### src/rtl/bcd_display_scan.sv
// bcd_display_scan: latches BCD digits and scans them onto a 3-digit common-anode display; `BLANK_ZEROS_EN enables leading-zero blanking
module bcd_display_scan #(
    parameter int DIV_MAX = 50000,
    parameter int CNT_W = 16
) (
    input  logic       clk,
    input  logic       rst_n,
    input  logic       carregar,
    input  logic [3:0] centenas,
    input  logic [3:0] dezenas,
    input  logic [3:0] unidades,
    output logic [2:0] anodos,
    output logic [6:0] segmentos,
    output logic       erro
);
    typedef enum logic [1:0] {DIG_U, DIG_D, DIG_C} state_t;
    state_t state, state_nxt, slot;
    logic [CNT_W-1:0] cnt;
    logic tick, blank;
    logic [3:0] c, d, u, dig;
    logic [2:0] an;
    logic [6:0] seg;

    function automatic logic [6:0] decode(input logic [3:0] v);
        case (v)
            4'd0: decode = 7'b1000000;
            4'd1: decode = 7'b1111001;
            4'd2: decode = 7'b0100100;
            4'd3: decode = 7'b0110000;
            4'd4: decode = 7'b0011001;
            4'd5: decode = 7'b0010010;
            4'd6: decode = 7'b0000010;
            4'd7: decode = 7'b1111000;
            4'd8: decode = 7'b0000000;
            4'd9: decode = 7'b0010000;
            default: decode = 7'b0000110;
        endcase
    endfunction

    assign tick = cnt == CNT_W'(DIV_MAX - 1);

    always_ff @(posedge clk or negedge rst_n) begin
        if (!rst_n) begin
            cnt   <= '0;
            state <= DIG_U;
        end else begin
            cnt   <= tick ? '0 : cnt + 1'b1;
            state <= state_nxt;
        end
    end

    // outputs are decoded for the slot being entered, from pre-edge shadow values
    always_comb begin
        slot = state == DIG_U ? DIG_D : state == DIG_D ? DIG_C : DIG_U;
        state_nxt = tick ? slot : state;
        dig = slot == DIG_D ? d : slot == DIG_C ? c : u;
`ifdef BLANK_ZEROS_EN
        blank = (slot == DIG_C && c == 4'd0) || (slot == DIG_D && c == 4'd0 && d == 4'd0);
`else
        blank = 1'b0;
`endif
        an = blank ? 3'b111 : slot == DIG_U ? 3'b110 : slot == DIG_D ? 3'b101 : 3'b011;
        seg = blank ? 7'b1111111 : decode(dig);
    end

    always_ff @(posedge clk or negedge rst_n) begin
        if (!rst_n) begin
            c    <= '0;
            d    <= '0;
            u    <= '0;
            erro <= 1'b0;
        end else if (carregar) begin
            c    <= centenas;
            d    <= dezenas;
            u    <= unidades;
            erro <= centenas > 4'd9 || dezenas > 4'd9 || unidades > 4'd9;
        end
    end

    always_ff @(posedge clk or negedge rst_n) begin
        if (!rst_n) begin
            anodos    <= 3'b111;
            segmentos <= 7'b1111111;
        end else if (tick) begin
            anodos    <= an;
            segmentos <= seg;
        end
    end
endmodule

### config.mk
export PLATFORM = sky130hd
export DESIGN_NAME = bcd_display_scan
export DESIGN_NICKNAME = d
export VERILOG_FILES = /design/src/rtl/bcd_display_scan.sv
export SDC_FILE = /design/constraint.sdc
export NUM_CORES = 1
export LEC_CHECK = 0
export ABC_AREA = 1
export BUFFER_PORTS_ARGS = -buffer_cell sky130_fd_sc_hd__buf_2
export CORE_ASPECT_RATIO = 2
export CORE_MARGIN = 3
export CORE_UTILIZATION = 54
export CTS_BUF_LIST = sky130_fd_sc_hd__clkbuf_4 sky130_fd_sc_hd__clkbuf_8
export CTS_CLUSTER_DIAMETER = 120
export DETAILED_ROUTE_END_ITERATION = 6
export PLACE_DENSITY = 0.75
export SETUP_SLACK_MARGIN = 0.4
export SYNTH_ARGS = -nofsm -noshare
export SYNTH_HDL_FRONTEND = slang
export SYNTH_SLANG_ARGS = --single-unit
### constraint.sdc
create_clock -name clk -period 2.81 [get_ports clk]
set_input_delay 0.1405 -clock clk [delete_from_list [all_inputs] [get_ports clk]]
set_output_delay 0.1405 -clock clk [all_outputs]
set_load 0.01 [all_outputs]
======== Yosys cells after proc, flatten, opt, wreduce, memory -nomap -nowiden ========
Memory sizes are Yosys's and may differ from the RTL's. A register that Yosys moved wholly into a read port is not among the register bits.
Cells that the tools add are included.
Widths: inputs -> output; s select.
storage, ports and cells
  register bits ........................... 34
  ROM bits ................................ 112
  bits of input ports ..................... 15
  output and inout port bits .............. 11
  logic and storage cells ................. 28
  memories kept ........................... 1
memories
  memory           depth  bits a word  read ports  clocked after memory_dff  write ports  line  source
  (no name shown)  16     7            1           1                         0            25    case (v)
operators by class
  add/sub/neg operators ................... 1
  order comparisons ....................... 3
  eq/ne operators ......................... 4
  multiplexer cells ....................... 7
  reductions and logical operators ........ 5
operators by type and width
  cell                   count
  $add 16x1->16 const B  1
  $eq 16x16->1 const B   1
  $mux 16                1
  $gt 4x4->1 const B     3
  $mux 4                 2
  $mux 3                 2
  $eq 2x1->1 const B     2
  $logic_not 2->1        2
  $mux 2                 2
  $eq 2x2->1 const B     1
  $logic_or 1x1->1       2
  $logic_not 1->1        1

======== Depth between registers and ports, before layout ========
  depth after elaboration ................. 6
  depth in mapped cells ................... 12
  depth with buffers taken out ............ 11

======== Least setup slack after synthesis ========
No wires, ideal clock.
  kind .................................... reg-to-reg
  from .................................... register state[0]
  to ...................................... register segmentos[1]
  setup time .............................. 0.076 ns
  arrival ................................. 1.492 ns
  required time ........................... 2.734 ns
  slack ................................... 1.243 ns
  cell stages (with the launch flop) ...... 12
  buffers on the path ..................... 0
  clock period less this slack ............ 1.567 ns
  path through ............................ dfrtp_1 > inv_1 > nand2_1 > nor2_1 > nor2_1 > inv_1 > ha_1 > inv_1 > nand2_1 > nand2_1 > nor2_1 > nor2_1
between the ends
  longest elaborated chain between the ends .. 6
  elaborated cells between the ends (all ways) .. 8
  classes of those cells .................. 3 x eq/ne; 4 x mux; 1 x reduce/logical
RTL lines
  what                    line  source
  start, declared         17    state_t state, state_nxt, slot;
  start signal, assigned  48    state <= state_nxt;
  $eq 2x1->1              54    slot = state == DIG_U ? DIG_D : state == DIG_D ? DIG_C : DIG_U;
  $mux 2                  54
  $mux 2 (*)              54
  $eq 2x2->1              56    dig = slot == DIG_D ? d : slot == DIG_C ? c : u;
  $mux 4                  56
  $mux 4 (*)              56
  end, declared           13    output logic [6:0] segmentos,
Mark *: on every way between the ends. The rest lies on a longest branch, timed or not.
A chain may end at the register's enable or synchronous reset.

======== Worst setup path after layout ========
  from .................................... register state[1]
  to ...................................... register segmentos[1]
Same word-level chain as after synthesis.

==> results by group <==
Min path
  – Path type of the worst min-delay path: input port to flop
  – Worst hold start: centenas[0]

Route
  – Detail Route Antenna Nets: 0
  – DR vias: 1,849
  – Vias per cell: 5.07
  – Detailed Route WL: 4620 um
  – Drt first-iter violations: 32
  – Wire per inst: 12.7 um
  – DRC Markers: 0
  – Drt pass-1 iters: 4

STA
  – RSZ-0062 raised after global routing: false
  – Final period util: 66.0%
  – Slew headroom: 41.1%
  – Setup-failing EPs final: 0
  – TNS Setup: 0 ns
  – Hold Fails Final Rpt: 0
  – Slew @ Worst Pin: 0.884 ns
  – Clk_skew: 0.00947 ns
  – Final Slew Violations: 0
  – Final min period: 1.86 ns
  – Max Fclk: 0.539 GHz
  – Hold_ws: 0.0422 ns

Yosys
  – XOR/XNOR Fraction of Synth Area: 2.78%
  – Mapped Cells: 284
  – Largest family of logic cells by synthesized area: simple AND/OR/NAND/NOR gates
  – Sequential-to-total area share from yosys stat: 47.1%
  – Synthesized Nets: 305
  – Register bit total from synthesis: 41
  – Avg Synthesized Cell Area: 7.77 um^2
  – Synth unique cells: 26
  – Mapped cell area: 2210 um^2
  – Synth Warn #: 0
  – Mux contribution to synthesized area: 0%
  – Simple-Gate Fraction of Synth Area: 34.3%
  – Compound-cell area share of the yosys netlist: 4.99%
  – Post-Synth Adder-Cell Area: 3.40%

Pwr
  – Power Dens Cells: 476 nW/um^2
  – Max rail drop VDD: 440 uV
  – LEAKAGE: 1.35 nW

Floorplanning
  – Num rows: 32
  – Horiz. Die Dim: 51.2 um
  – Starting Density: 56.8%
  – IO Pins: 26
  – Core area: 3880 um^2
  – Die extent in y: 96.4 um
  – Full die area: 4940 um^2

Setup path
  – R2R setup slack: 0.95 ns
  – Required time of the critical path: 3.04 ns
  – Critical path fanouts, max: 8
  – Worst Setup Start Kind: flop
  – Kind of critical path: flop to flop
  – Data arrival time of the critical path: 2.09 ns
  – Crit end category: flop
  – Worst Setup SP: state[1]
  – Worst r2r src: state[1]

Run status
  – Status: completed

Cells and area
  – Final Core Density: 64.2%
  – Nets: 334
  – Diodes inserted: 0
  – Commonest non-fill, non-tap cell in the layout: nand2_1
  – Fill cells: 390
  – Layout cells sized above 1: 21.0%
  – Most frequent cells in the layout: 88 x nand2_1, 37 x nor2_1, 34 x inv_1, 31 x dfrtp_1, 25 x buf_2
  – Area Overhead vs Synth: 13.0%

Clock network
  – CTS tree: yes
  – Total CTS buffers: 5
  – Post-CTS sizing: 0
  – Clock transition at path regs: 0.08 ns
  – Worst skew pair latency: 0.30 ns
  – Cts hold-fix bufs: 1
  – Root Driver: clkbuf_8
  – Postcts setup bufs: 0
  – Sink Count: 41
  – CTS H-tree depth: 2
  – Max clock buf depth: 2

GRT
  – First-pass GRT wire length: 8040 um
  – Vias in the first global route: 1,818
  – Largest net degree at the start of global routing: 42
  – Initial antenna violation count: 0
  – Total gr overflow: 0
  – Gr usage total: 22.1%

Placed design
  – Post-DP HPWL: 3650 um
  – IO buf count: 25
  – GPL Wtd Cong: 0.880

Flow run
  – # Max-Cap Violations: 0
-- cell type report --
| class | count | area [um^2] | area share (%) |
|---|---|---|---|
| multi-input cells | 202 | 1000 | 40.2 |
| clock buffers | 5 | 68.8 | 2.76 |
| flip-flops and latches | 41 | 1040 | 41.6 |
| repair buffers | 26 | 135 | 5.42 |
| inverters | 37 | 139 | 5.57 |
| clock inverters | 3 | 46.3 | 1.86 |
| well taps | 51 | 63.8 | 2.56 |
-- sequential cells by signal, indices dropped and copies added, names as in the netlist --
name       cells
anodos         3
erro           1
state          2
cnt           16
d              4
segmentos      7
u              4
c              4
-- routing by layer --
metal	global-route usage [%]	vias to the layer above	part of all wire [%]
met4	14.2	0	5.2
li1	-	939	-
met5	0	-	0
met3	3.38	14	2.9
met1	21.5	856	35
met2	41.6	40	57
-- worst max-delay path, stage by stage (launching register included) --
cell	delay, ns
dfrtp_1	0.52
inv_2	0.12
nand2_1	0.12
nor2_1	0.05
nor2_1	0.26
inv_1	0.12
ha_1	0.29
inv_1	0.03
nand2_1	0.08
nand2_1	0.06
nor2_1	0.10
nor2_1	0.04
-- power breakdown --
part / internal [mW] / switching, mW / total [mW]
registers: 0.607 / 0.00808 / 0.615
clock network: 0.266 / 0.211 / 0.477
logic: 0.0320 / 0.0633 / 0.0952
-- cells by family (layout without fill, tap and decap cells) --
| kind of cell | after synthesis | after routing |
|---|---|---|
| and+or+nand+nor | 170 | 170 |
| DFF | 41 | 41 |
| buffers and inverters | 41 | 71 |
| AOI/OAI and AO/OA | 19 | 19 |
| xor gates and xnor gates | 7 | 7 |
| adders and majority gates | 6 | 6 |
-- per-stage QoR --
step,worst slack [ns],cell area (um^2),power (mW),cells
floorplan,1.24,2210,0.681,284
global placement,1.04,2370,0.719,356
detailed placement,0.968,2370,0.722,356
CTS,0.959,2490,1.20,365
global route,0.755,2490,1.25,365
finish,0.955,2490,1.19,365
-- cell usage after synthesis, drive strengths merged --
library cell	n	area share (%)
a21oi	4	1.1
a41oi	1	0.40
buf	2	0.85
clkbuf	2	0.34
dfrtp	31	35
dfstp	10	12
ha	6	3.4
inv	37	6.3
nand2	93	17
nand3	22	5.4
nand4	2	0.57
nor2	47	10
nor3	5	1.1
o21ai	14	3.5
or2	1	0.28
xnor2	1	0.40
xor2	6	2.4
-- final timing paths --
kind | end | cells past startpoint
setup / recovery | segmentos[1] | 11
hold / removal | c[0] | 3
setup reg to reg | segmentos[1] | 11
hold reg to reg | segmentos[6] | 2
max in group asynchronous | u[0] | 2
min in group asynchronous | cnt[10] | 2
Power figures use the tool's default switching activity.
